`config.mk`:
```
export PLATFORM = sky130hd
export DESIGN_NAME = program_loader
export DESIGN_NICKNAME = d
export VERILOG_FILES = /design/src/rtl/byte_computer_pkg.sv /design/src/rtl/prog_ram.sv /design/src/rtl/program_loader.sv
export SDC_FILE = /design/constraint.sdc
export NUM_CORES = 1
export LEC_CHECK = 0
export ABC_CLOCK_PERIOD_IN_PS = 4200
export BUFFER_PORTS_ARGS = -buffer_cell sky130_fd_sc_hd__clkbuf_2
export CAP_MARGIN = 20
export CORE_MARGIN = 1.5
export CORE_UTILIZATION = 50
export CTS_CLUSTER_DIAMETER = 150
export CTS_CLUSTER_SIZE = 28
export DETAILED_ROUTE_END_ITERATION = 16
export PLACE_DENSITY_LB_ADDON = 0.3
export RECOVER_POWER = 25
export SYNTH_ARGS = -nofsm -noshare
export SYNTH_HDL_FRONTEND = slang
export SYNTH_SLANG_ARGS = --single-unit
```
`constraint.sdc`:
```
create_clock -name clk -period 4.2 [get_ports clk]
set_input_delay 0.21 -clock clk [delete_from_list [all_inputs] [get_ports clk]]
set_output_delay 0.21 -clock clk [all_outputs]
set_load 0.01 [all_outputs]
```
`src/rtl/byte_computer_pkg.sv`:
```
// byte_computer_pkg: shared sizes, loader FSM states and opcodes for the 8-bit accumulator computer.
package byte_computer_pkg;
    localparam int ADDR_W = 5;
    localparam int DATA_W = 8;
    localparam int DEPTH = 2 ** ADDR_W;
    typedef enum logic [1:0] {IDLE, LOAD, RUN, DUMP} loader_state_t;
    localparam logic [7:0] HALT_INSTR = 8'hFF;
endpackage

```
`src/rtl/prog_ram.sv`:
```
// prog_ram: DEPTH x DATA_W RAM, one synchronous write port, two asynchronous read ports.
module prog_ram #(
    parameter int ADDR_W = byte_computer_pkg::ADDR_W,
    parameter int DATA_W = byte_computer_pkg::DATA_W
) (
    input  logic              clk,
    input  logic              we_i,
    input  logic [ADDR_W-1:0] waddr_i,
    input  logic [DATA_W-1:0] wdata_i,
    input  logic [ADDR_W-1:0] raddr_a_i,
    output logic [DATA_W-1:0] rdata_a_o,
    input  logic [ADDR_W-1:0] raddr_b_i,
    output logic [DATA_W-1:0] rdata_b_o
);
    logic [DATA_W-1:0] mem_q [2**ADDR_W];

    always_ff @(posedge clk) begin
        if (we_i) mem_q[waddr_i] <= wdata_i;
    end

    assign rdata_a_o = mem_q[raddr_a_i];
    assign rdata_b_o = mem_q[raddr_b_i];
endmodule

```
`src/rtl/program_loader.sv`:
```
// program_loader: host image load, CPU run supervision with watchdog, and RAM dump back to the host.
module program_loader #(
    parameter int ADDR_W     = byte_computer_pkg::ADDR_W,
    parameter int DATA_W     = byte_computer_pkg::DATA_W,
    parameter int MAX_CYCLES = 4096
) (
    input  logic              clk,
    input  logic              rst,
    input  logic              load_req,
    input  logic              in_valid,
    output logic              in_ready,
    input  logic [DATA_W-1:0] in_data,
    output logic              out_valid,
    input  logic              out_ready,
    output logic [DATA_W-1:0] out_data,
    output logic              out_last,
    output logic              cpu_rst,
    output logic              cpu_start,
    input  logic              cpu_halt,
    input  logic              cpu_we,
    input  logic [ADDR_W-1:0] cpu_addr,
    input  logic [DATA_W-1:0] cpu_odata,
    output logic [DATA_W-1:0] cpu_idata,
    output logic              busy,
    output logic              timeout,
    output logic              done
);
    import byte_computer_pkg::*;

    localparam int CNT_W = $clog2(MAX_CYCLES);
    localparam logic [ADDR_W-1:0] LAST = ADDR_W'(2 ** ADDR_W - 1);
    localparam logic [CNT_W-1:0] WD_LAST = CNT_W'(MAX_CYCLES - 1);

    loader_state_t state_q, state_d;
    logic [ADDR_W-1:0] wr_ptr_q, wr_ptr_d, rd_ptr_q, rd_ptr_d;
    logic [CNT_W-1:0] cycle_cnt_q, cycle_cnt_d;
    logic in_ready_q, in_ready_d, out_valid_q, out_valid_d, cpu_rst_q, cpu_rst_d;
    logic cpu_start_q, cpu_start_d, busy_q, busy_d, timeout_q, timeout_d, done_q, done_d;
    logic load_go, in_fire, out_fire, wd_hit, ram_we;
    logic [ADDR_W-1:0] ram_waddr;
    logic [DATA_W-1:0] ram_wdata;

    assign load_go  = state_q == IDLE && load_req;
    assign in_fire  = state_q == LOAD && in_valid && in_ready_q;
    assign out_fire = state_q == DUMP && out_valid_q && out_ready;
    assign wd_hit   = state_q == RUN && cycle_cnt_q == WD_LAST;

    always_ff @(posedge clk) begin
        if (rst) begin
            state_q     <= IDLE;
            wr_ptr_q    <= '0;
            rd_ptr_q    <= '0;
            cycle_cnt_q <= '0;
            in_ready_q  <= 1'b0;
            out_valid_q <= 1'b0;
            cpu_rst_q   <= 1'b1;
            cpu_start_q <= 1'b0;
            busy_q      <= 1'b0;
            timeout_q   <= 1'b0;
            done_q      <= 1'b0;
        end else begin
            state_q     <= state_d;
            wr_ptr_q    <= wr_ptr_d;
            rd_ptr_q    <= rd_ptr_d;
            cycle_cnt_q <= cycle_cnt_d;
            in_ready_q  <= in_ready_d;
            out_valid_q <= out_valid_d;
            cpu_rst_q   <= cpu_rst_d;
            cpu_start_q <= cpu_start_d;
            busy_q      <= busy_d;
            timeout_q   <= timeout_d;
            done_q      <= done_d;
        end
    end

    always_comb begin
        state_d = state_q;
        case (state_q)
            IDLE:    if (load_req) state_d = LOAD;
            LOAD:    if (in_fire && wr_ptr_q == LAST) state_d = RUN;
            RUN:     if (cpu_halt || wd_hit) state_d = DUMP;
            DUMP:    if (out_fire && rd_ptr_q == LAST) state_d = IDLE;
            default: state_d = IDLE;
        endcase
    end

    // Outputs are computed from the next state so they change on the same edge as the FSM.
    always_comb begin
        wr_ptr_d    = load_go ? '0 : in_fire ? wr_ptr_q + ADDR_W'(1) : wr_ptr_q;
        rd_ptr_d    = (state_d == DUMP && state_q != DUMP) ? '0 : out_fire ? rd_ptr_q + ADDR_W'(1) : rd_ptr_q;
        cycle_cnt_d = state_q == RUN ? cycle_cnt_q + CNT_W'(1) : '0;
        in_ready_d  = state_d == LOAD;
        out_valid_d = state_d == DUMP;
        cpu_rst_d   = state_d != RUN;
        cpu_start_d = state_d == RUN;
        busy_d      = state_d != IDLE;
        done_d      = state_q == DUMP && state_d == IDLE;
        timeout_d   = load_go ? 1'b0 : (wd_hit && !cpu_halt) ? 1'b1 : timeout_q;
    end

    assign ram_we    = !rst && (in_fire || (state_q == RUN && cpu_we));
    assign ram_waddr = state_q == LOAD ? wr_ptr_q : cpu_addr;
    assign ram_wdata = state_q == LOAD ? in_data : cpu_odata;

    prog_ram #(.ADDR_W(ADDR_W), .DATA_W(DATA_W)) u_ram (
        .clk       (clk),
        .we_i      (ram_we),
        .waddr_i   (ram_waddr),
        .wdata_i   (ram_wdata),
        .raddr_a_i (cpu_addr),
        .rdata_a_o (cpu_idata),
        .raddr_b_i (rd_ptr_q),
        .rdata_b_o (out_data)
    );

    assign in_ready  = in_ready_q;
    assign out_valid = out_valid_q;
    assign out_last  = out_valid_q && rd_ptr_q == LAST;
    assign cpu_rst   = cpu_rst_q;
    assign cpu_start = cpu_start_q;
    assign busy      = busy_q;
    assign timeout   = timeout_q;
    assign done      = done_q;
endmodule
```
Yosys cells after proc, flatten, opt, wreduce, memory -nomap -nowiden
Memory sizes are Yosys's and may differ from the RTL's. A register that Yosys moved wholly into a read port is not among the register bits. Cells that the tools add are included.

Flip-flop bits (word level): 31. Bits in latches: 0. Bits in writable memories: 256. Memory bits (read-only): 0. Bits of input ports: 28. Output and inout port bits: 24. Word-level logic and storage cells: 62. Memories: 1.

Add/sub/neg operators: 3. Multipliers: 0. Divide/modulo/power cells: 0. Order comparisons: 0. Equality and inequality tests: 11. Shift operators: 0. Multiplexer cells: 11. Bitwise logic cells: 1. Reductions and logical operators: 24.

Memory list: u_ram.mem_q (words 32, bits a word 8, rd ports 2, clocked after memory_dff 1, write ports 1, RTL line prog_ram.sv:15) `logic [DATA_W-1:0] mem_q [2**ADDR_W];`.

Operator list (number): $mux W5 (3); $logic_and A1 B1 Y1 (14); $add A12 B1 Y12 const B (1); $eq A12 B12 Y1 const B (1); $add A5 B1 Y5 const B (2); $eq A5 B5 Y1 const B (2); $eq A2 B2 Y1 const B (4); $mux W2 (4); $mux W8 (1); $pmux W2 S4 (1); $reduce_or A2 Y1 (3); $eq A2 B1 Y1 const B (2); $logic_not A2 Y1 (2); $ne A2 B2 Y1 const B (2); $logic_not A1 Y1 (2); $logic_or A1 B1 Y1 (2); $mux W1 (2); $reduce_bool A2 Y1 (1); $not A1 Y1 (1).

Depth between registers and ports, before layout
Gate-level depths: netlist (run 1).

Depth after elaboration: 10. Depth in mapped cells: 7. Mapped depth without buffers: 7.

Modules after synthesis
Synthesis (run 1) repeated with hierarchy kept, for this count alone.

Cells, all modules: 674. Area, all modules: 13414.1 um^2.

Modules (own cells, without submodules): prog_ram (times used 1, cells an instance 516, area each 11887.7 um^2, seq. area each 7687.4 um^2); program_loader (times used 1, cells an instance 158, area each 1526.5 um^2, seq. area each 620.6 um^2).

Worst setup path after synthesis (run 1)
No wires, ideal clock.

Path type: register to register. Start: register state_q[1]. End: memory u_ram.mem_q[17][0], enable pin. Setup time: 0.370 ns. Data arrival time: 1.721 ns. Required time: 3.830 ns. Path slack: 2.109 ns. Stages on the path, launching flop included: 7. Buffers on the path: 2. Clock period less this slack: 2.091 ns. Path through: dfxtp_1 -> buf_2 -> nand2b_1 -> buf_2 -> mux2i_1 -> nand2_1 -> nor2_1.

Word-level cells in the longest chain between the ends: 7. Elaborated cells on any way between the ends: 10. Those cells by class: eq/ne (2); mux (3); reduce/logical (5).

RTL lines: start, declared (RTL line program_loader.sv:34) `loader_state_t state_q, state_d;`; start signal, assigned (RTL line program_loader.sv:62) `state_q <= state_d;`; $eq A2 B1 Y1 (RTL line program_loader.sv:44, program_loader.sv:102); $logic_and A1 B1 Y1 (2 in a row) (RTL line program_loader.sv:44) `assign in_fire = state_q == LOAD && in_valid && in_ready_q;`; $logic_or A1 B1 Y1 (RTL line program_loader.sv:101) `assign ram_we = !rst && (in_fire || (state_q == RUN && cpu_we));`; $logic_and A1 B1 Y1 (RTL line program_loader.sv:101); $mux W1 (RTL line prog_ram.sv:18) `if (we_i) mem_q[waddr_i] <= wdata_i;`; $mux W1 (not written as such) (RTL line prog_ram.sv:18); end, declared (RTL line prog_ram.sv:15).

Parallel ways exist; a longest one is shown, timed or not.

==> results.md, run 1 <==
* Part of the Yosys area used for sequential elements at 63.3%
* Total CTS buffers at 14
* CP cell instances: buf_12, mux4_2, o22ai_1, nor4_1, clkbuf_2
* Primary FF master, synth: edfxtp_1
* Critical Path AT at 2930 ps
* Internal at 0.00399 W
* Reg clk slew, reported paths at 110 ps
* Status: finished, final reports clean
* Crit end category: primary output
* Synth cell types at 45
* Number of diodes at 0
* Initial DRC count at 1,013
* Total number of vias at 7,970
* Clk pwr share at 31.0%
* Die X at 166 µm
* Max cap viols at 0
* Worst r2r path cells at 4
* DRT antenna net count at 0
* Standard-cell row count at 59
* Async SR Flop Fraction at 0%
* Via density at 6.94
* Worst path top cell family by delay: flip-flops
* DPL Wire Length at 22,900 µm
* Tcrit/Tclk final at 74.8%
* Count of final hold-check violations at 0
* Hold buffers post-CTS at 0
* Cell count after placement at 1,120
* Largest net degree at the start of global routing at 41
* CTS tree: built
* FF+latch count, synth at 292
* Finished layout cell area at 0.0143 mm²
* I/O pin cnt at 52
* Area post-placement at 0.0139 mm²
* GR Util All Layers at 24.9%
* Number of fill cells at 1,998
* Wire per inst at 29.7 µm
* Post-CTS Setup Repair Bufs at 0
* Antenna violations before repair at 1
* Core Region at 0.0261 mm²
* Mean post-synth cell area at 17.2 µm²
* Largest cells by area after synthesis: edfxtp_1 (58%), mux4_2 (22%), dfxtp_1 (5.4%)
* Syn nets at 804
* Net Switching at 0.00110 W
* Gr ovfl total at 0
* Cts repair resizes at 0
* Cell area after synthesis at 0.0133 mm²
* Gate count of the mapped netlist at 771
* First-pass GRT wire length at 50,800 µm
* Fin. max-slew vios at 0
* VDD IR-drop max at 0.325 mV
* TNS Setup at 0 ps
* Number of stages on the worst setup path at 5
* Clock buffer depth at 3
* Switching Share at 21.6%
* Final Non-Filler Cells at 1,149
* Synthesis warning total at 0
* Comb pwr share at 6.3%
* Seq pwr share at 62.7%
* Die area at 0.0276 mm²
* GPL Wtd Cong at 0.863
* CTS Root Cell: clkbuf_16
* # port buffers at 51
* Least-Margin Pin Slew at 1410 ps
* P_leak at 4.36 nW
* Layout cells sized above 1 at 26.3%
* RSZ-0062 raised after global routing: no
* CP startpoint kind: flop
* CTS sink cnt at 292
* Clock Latency Late Sink at 510 ps
* Area growth syn-to-layout at 7.82%
* Worst path bufs/invs at 2
* H-tree levels at 1
* Area leader, netlist: edfxtp_1
* Post-synth top area share at 57.9%
* Critical path's largest stage delay at 710 ps
* Drc violations at 0
* Pwr per Cell Area at 355 mW/mm²
* Die H at 166 µm
* Critical path's slowest cell: dfxtp_4
* DRT Pass-1 Iters at 7
* Worst hold path class: input pin to flop
* Starting density of the core at 51.0%
* Routed WL at 34,200 µm
* Crit path max fanout at 40
* Vias in the first global route at 8,111
* Critical Path RT at 3990 ps
* Worst hold path stage count at 3
* Max transition margin at 6.08%
* Fin crit period at 3140 ps
* Setup-failing EPs final at 0
* Crit Path Class: flop to primary output
* Fmax achieved at 318 MHz
* Clk_skew at 19.8 ps
* EDFF count, synth at 256
* Final nets at 839
through the flow:
stage	total power [W]	hold WS (ps)	utilization [%]	setup WS, ps
final	0.00509	34.6	55.0	1060
after CTS	0.00508	43.1	54.8	1000
after global placement	0.00354	423	52.9	1360
after global routing	0.00521	54.3	55.0	925
after detailed placement	0.00356	438	53.2	1260
after floorplan	0.00344	409	-	2110
cell usage after synthesis (3+ instances only):
master / instances
and2_1: 4
edfxtp_1: 256
nor4_1: 16
nor2b_1: 6
clkbuf_1: 13
nor2_1: 56
o21ai_1: 4
buf_1: 5
nor3b_1: 4
buf_2: 17
nor3_1: 9
dfxtp_1: 36
nand3_1: 5
nand4_1: 7
buf_4: 10
and3_1: 6
mux4_2: 128
ha_1: 5
xnor2_1: 5
buf_6: 4
nand2b_1: 4
nand3b_1: 5
or3_1: 3
inv_1: 3
o22ai_1: 64
a21oi_1: 9
mux2_2: 4
xor2_1: 9
nand2_1: 54
flip-flops by register name (all words and copies together) (netlist names), named ones only:
signal	count
in_ready	1
cpu_rst	1
busy	1
u_ram.mem_q	256
out_valid	1
state_q	2
cpu_start	1
wr_ptr_q	5
cycle_cnt_q	12
rd_ptr_q	5
timeout	1
done	1
power groups by stage:
stage,sequential [W],combinational [W],clock (W)
global route,0.00319,0.000341,0.00168
floorplan,0.00325,0.000188,0
CTS,0.00319,0.000305,0.00159
detailed placement,0.00326,0.000304,0
global placement,0.00326,0.000282,0
finish,0.00319,0.000321,0.00158
cells by family after synthesis:
logic type                 after synthesis  synth area share, %
DFF                                    292                 63.3
and+or+nand+nor                        190                 7.13
muxes                                  134                 22.2
AOI/OAI and AO/OA                       83                 3.84
buffers and inverters                   53                 2.18
xor gates and xnor gates                14                0.923
adders and majority gates                5                0.471
per-layer routing:
metal / vias up / wire, µm / share of wire [%] / global-route usage, %
met1: 4078 / 13200 / 39 / 33.6
met5: - / 0 / 0 / 0
met4: 0 / 1270 / 3.7 / 8.73
met2: 557 / 16000 / 47 / 39.3
li1: 3258 / - / - / -
met3: 77 / 3700 / 11 / 6.82
path summary, 6_finish.rpt:
| check | from | to | slack [ps] |
|---|---|---|---|
| max reg2reg | state_q[1]$_SDFF_PP0_ | u_ram.mem_q[16][1]$_DFFE_PP_ | 1170 |
| min reg2reg | cycle_cnt_q[0]$_SDFF_PP0_ | cycle_cnt_q[0]$_SDFF_PP0_ | 450 |
| max | flop | out_data[2] | 1060 |
| min | cpu_odata[3] | u_ram.mem_q[1][3]$_DFFE_PP_ | 30 |
worst reg2reg max path, stage by stage (launching register included):
cell and delay [ps]:
dfxtp_1 550, nand2b_1 520, mux2i_1 540, nand2_1 230
nor2_1 830
cells in the final DEF, fill, tap and decap left out, types with 4 or more instances in the layout:
cell / instances
edfxtp_1: 256
mux4_2: 128
o22ai_1: 64
nor2_1: 56
nand2_1: 54
clkbuf_2: 43
dfxtp_1: 34
clkbuf_1: 18
nor4_1: 16
clkbuf_16: 15
a21oi_1: 9
nor3_1: 9
xor2_1: 9
buf_4: 9
nand4_1: 7
nor2b_1: 6
and3_1: 6
nand3b_1: 5
nand3_1: 5
xnor2_1: 5
ha_1: 5
nand2b_1: 4
mux2_2: 4
o21ai_1: 4
nor3b_1: 4
and2_1: 4
buf_16: 4
cell type report:
class	count	area, µm²	share of cell area (%)
sequential	292	8410	58.7
multi-input combinational	426	4580	31.9
timing repair buffer	69	485	3.39
tap	335	419	2.93
clock buffer	23	405	2.83
clock inverter	1	16.3	0.114
inverter	3	11.3	0.0786
No activity file was read; power rests on OpenSTA's default activity.
==> run 2, diff against run 1 <==
- ABC_CLOCK_PERIOD_IN_PS: 4200 -> 2700
- clock period: 4.2 -> 2.7 ns (I/O delays scaled with it)
==> results.md, run 2 (synthesized netlist as in run 1, its figures left out) <==
* Crit Path Class: flop to primary output
* Drc violations at 0 (unchanged)
* CP startpoint kind: flop
* RSZ-0062 raised after global routing: yes
* Clk pwr share at 30.6% (-0.4 points)
* Crit end category: primary output
* Routed WL at 34,700 µm (+1.6%)
* Comb pwr share at 6.3% (about the same)
* Critical Path AT at 2540 ps (-390 ps)
* Clock buffer depth at 3 (unchanged)
* GR Util All Layers at 25.5% (+0.60 points)
* Starting density of the core at 51.0% (unchanged)
* CTS Root Cell: clkbuf_16
* Critical Path RT at 2570 ps (-1420 ps)
* Fin. max-slew vios at 0 (unchanged)
* Antenna violations before repair at 0 (-1)
* CTS tree: built
* Die H at 166 µm (unchanged)
* Commonest cells after routing, fill and taps aside: edfxtp_1 (256), mux4_2 (128), o22ai_1 (61), nor2_1 (55), nand2_1 (54)
* Utilization of the core after routing at 56.1% (+1.1 points)
* Worst r2r path cells at 5 (+1)
* Count of final hold-check violations at 0 (unchanged)
* VDD IR-drop max at 0.429 mV (+32%)
* Tcrit/Tclk final at 99.0%
* Max cap viols at 0 (unchanged)
* Largest net degree at the start of global routing at 65 (+59%)
* Worst hold path stage count at 3 (unchanged)
* Switching Share at 21.4% (-0.19 points)
* Total power draw at 0.00786 W (+54%)
* P_leak at 4.56 nW (+4.6%)
* Gr ovfl total at 0 (unchanged)
* I/O pin cnt at 52 (unchanged)
* Worst hold path class: input pin to flop
* Final nets at 881 (+5.0%)
* Largest registers: u_ram.mem_q x256, cycle_cnt_q x12
* Largest register FFs at 256 (unchanged)
* GPL Wtd Cong at 0.892 (+3.3%)
* Pwr per Cell Area at 538 mW/mm² (+51%)
* Max transition margin at 34.2% (+28 points)
* Setup slack after layout at 26.5 ps (-1030 ps)
* Clk_skew at 23.2 ps (+3.37 ps)
* Internal at 0.00617 W (+55%)
* Core Region at 0.0261 mm² (unchanged)
* DRT Pass-1 Iters at 5 (-2)
* Critical path's largest stage delay at 550 ps (-160 ps)
* CP cell instances: buf_12, mux4_2, o22ai_1, nor4_1, clkbuf_2
* TNS Setup at 0 ps (unchanged)
* Die area at 0.0276 mm² (unchanged)
* Fin crit period at 2670 ps
* Commonest non-fill, non-tap cell in the layout: edfxtp_1
* Critical path's slowest cell: mux4_2
* Net Switching at 0.00168 W (+53%)
* Setup-failing EPs final at 0 (unchanged)
* Via density at 6.76 (-2.5%)
* CTS sink cnt at 292 (unchanged)
* Vias in the first global route at 8,311 (+2.5%)
* DRT antenna net count at 0 (unchanged)
* # port buffers at 51 (unchanged)
* H-tree levels at 1 (unchanged)
* Seq pwr share at 63.1% (+0.4 points)
* Die X at 166 µm (unchanged)
* Number of diodes at 0 (unchanged)
* Layout cells sized above 1 at 30.6% (+4.3 points)
* First-pass GRT wire length at 52,200 µm (+2.8%)
* Area post-placement at 0.0142 mm² (+2.2%)
* Finished layout cell area at 0.0146 mm² (+2.0%)
* Crit path max fanout at 26 (-35%)
* Clock Latency Late Sink at 500 ps (about the same)
* Initial DRC count at 964 (-4.8%)
* DPL Wire Length at 23,600 µm (+3.1%)
* Total number of vias at 8,024 (+0.68%)
* Status: finished, final reports clean
* Wire per inst at 29.3 µm (-1.6%)
* Reg with most FFs: u_ram.mem_q
* Fmax achieved at 374 MHz
* Total CTS buffers at 14 (unchanged)
* Standard-cell row count at 59 (unchanged)
* Area growth syn-to-layout at 9.94%
* Reg clk slew, reported paths at 100 ps (about the same)
* Place WS at 167 ps (-1100 ps)
* Least-Margin Pin Slew at 984 ps (-425 ps)
## run 2: cell types whose count changed in the layout (fill, tap and decap cells not counted), moves of 2 or more
cell | before | now
clkbuf_2 | 43 | 49
o22ai_1 | 64 | 61
dlygate4sd3_1 | 0 | 3
clkbuf_1 | 18 | 13
nor4_2 | 0 | 2
buf_4 | 9 | 46
nor4_1 | 16 | 14
o22ai_2 | 0 | 3
buf_16 | 4 | 0
buf_12 | 2 | 4
## run 2: worst paths after layout
kind / from / to / slack, ps
hold reg to reg: cycle_cnt_q[0]$_SDFF_PP0_ / cycle_cnt_q[0]$_SDFF_PP0_ / 470
setup reg to reg: state_q[1]$_SDFF_PP0_ / u_ram.mem_q[3][0]$_DFFE_PP_ / 230
hold / removal: load_req / state_q[0]$_SDFF_PP0_ / 30
setup / recovery: flop / out_data[3] / 30
## run 2: final cells by class
class	count	area (µm²)
repair buffers	111	734
well taps	335	419
clock inverters	1	16.3
multi-input cells	426	4620
flip-flops and latches	292	8410
inverters	3	11.3
fillers	1940	11400
clock buffers	19	390
## run 2: power groups by stage
stage | Sequential [W] | Clock [W] | Combinational, W
2_1_floorplan | 0.00506 | 0 | 0.000292
3_3_place_gp | 0.00506 | 0 | 0.000485
3_5_place_dp | 0.00506 | 0 | 0.000498
4_1_cts | 0.00495 | 0.00243 | 0.000501
5_1_grt | 0.00496 | 0.00257 | 0.000527
6_report | 0.00496 | 0.00240 | 0.000495
## run 2: per-stage QoR
stage               hold slack, ps  std cells
global route                  52.0       1187
global placement               424       1164
finish                        32.2       1187
detailed placement             446       1164
floorplan                      334        771
CTS                           4.17       1187
## run 2: worst max-delay path, delay by kind of cell, from the launching register on
family,cells,cell delay (ps)
muxes,1,550
AOI/OAI and AO/OA,1,440
DFF,1,440
and+or+nand+nor,1,160
buffers and inverters,2,420
## run 2: timing repair
item / in CTS / in global routing
endpoints found under the setup margin: 0 / 9
hold endpoints to repair: 7 / 0
setup buffers: 0 / 0
hold buffers: 3 / 0
gates resized for setup: 0 / 6
## run 2: per-layer routing
| layer | wire, µm | GRT usage (%) |
|---|---|---|
| met5 | 0 | 0 |
| met4 | 989 | 7.13 |
| met3 | 3820 | 6.36 |
| met2 | 16600 | 41.4 |
| met1 | 13300 | 34.6 |
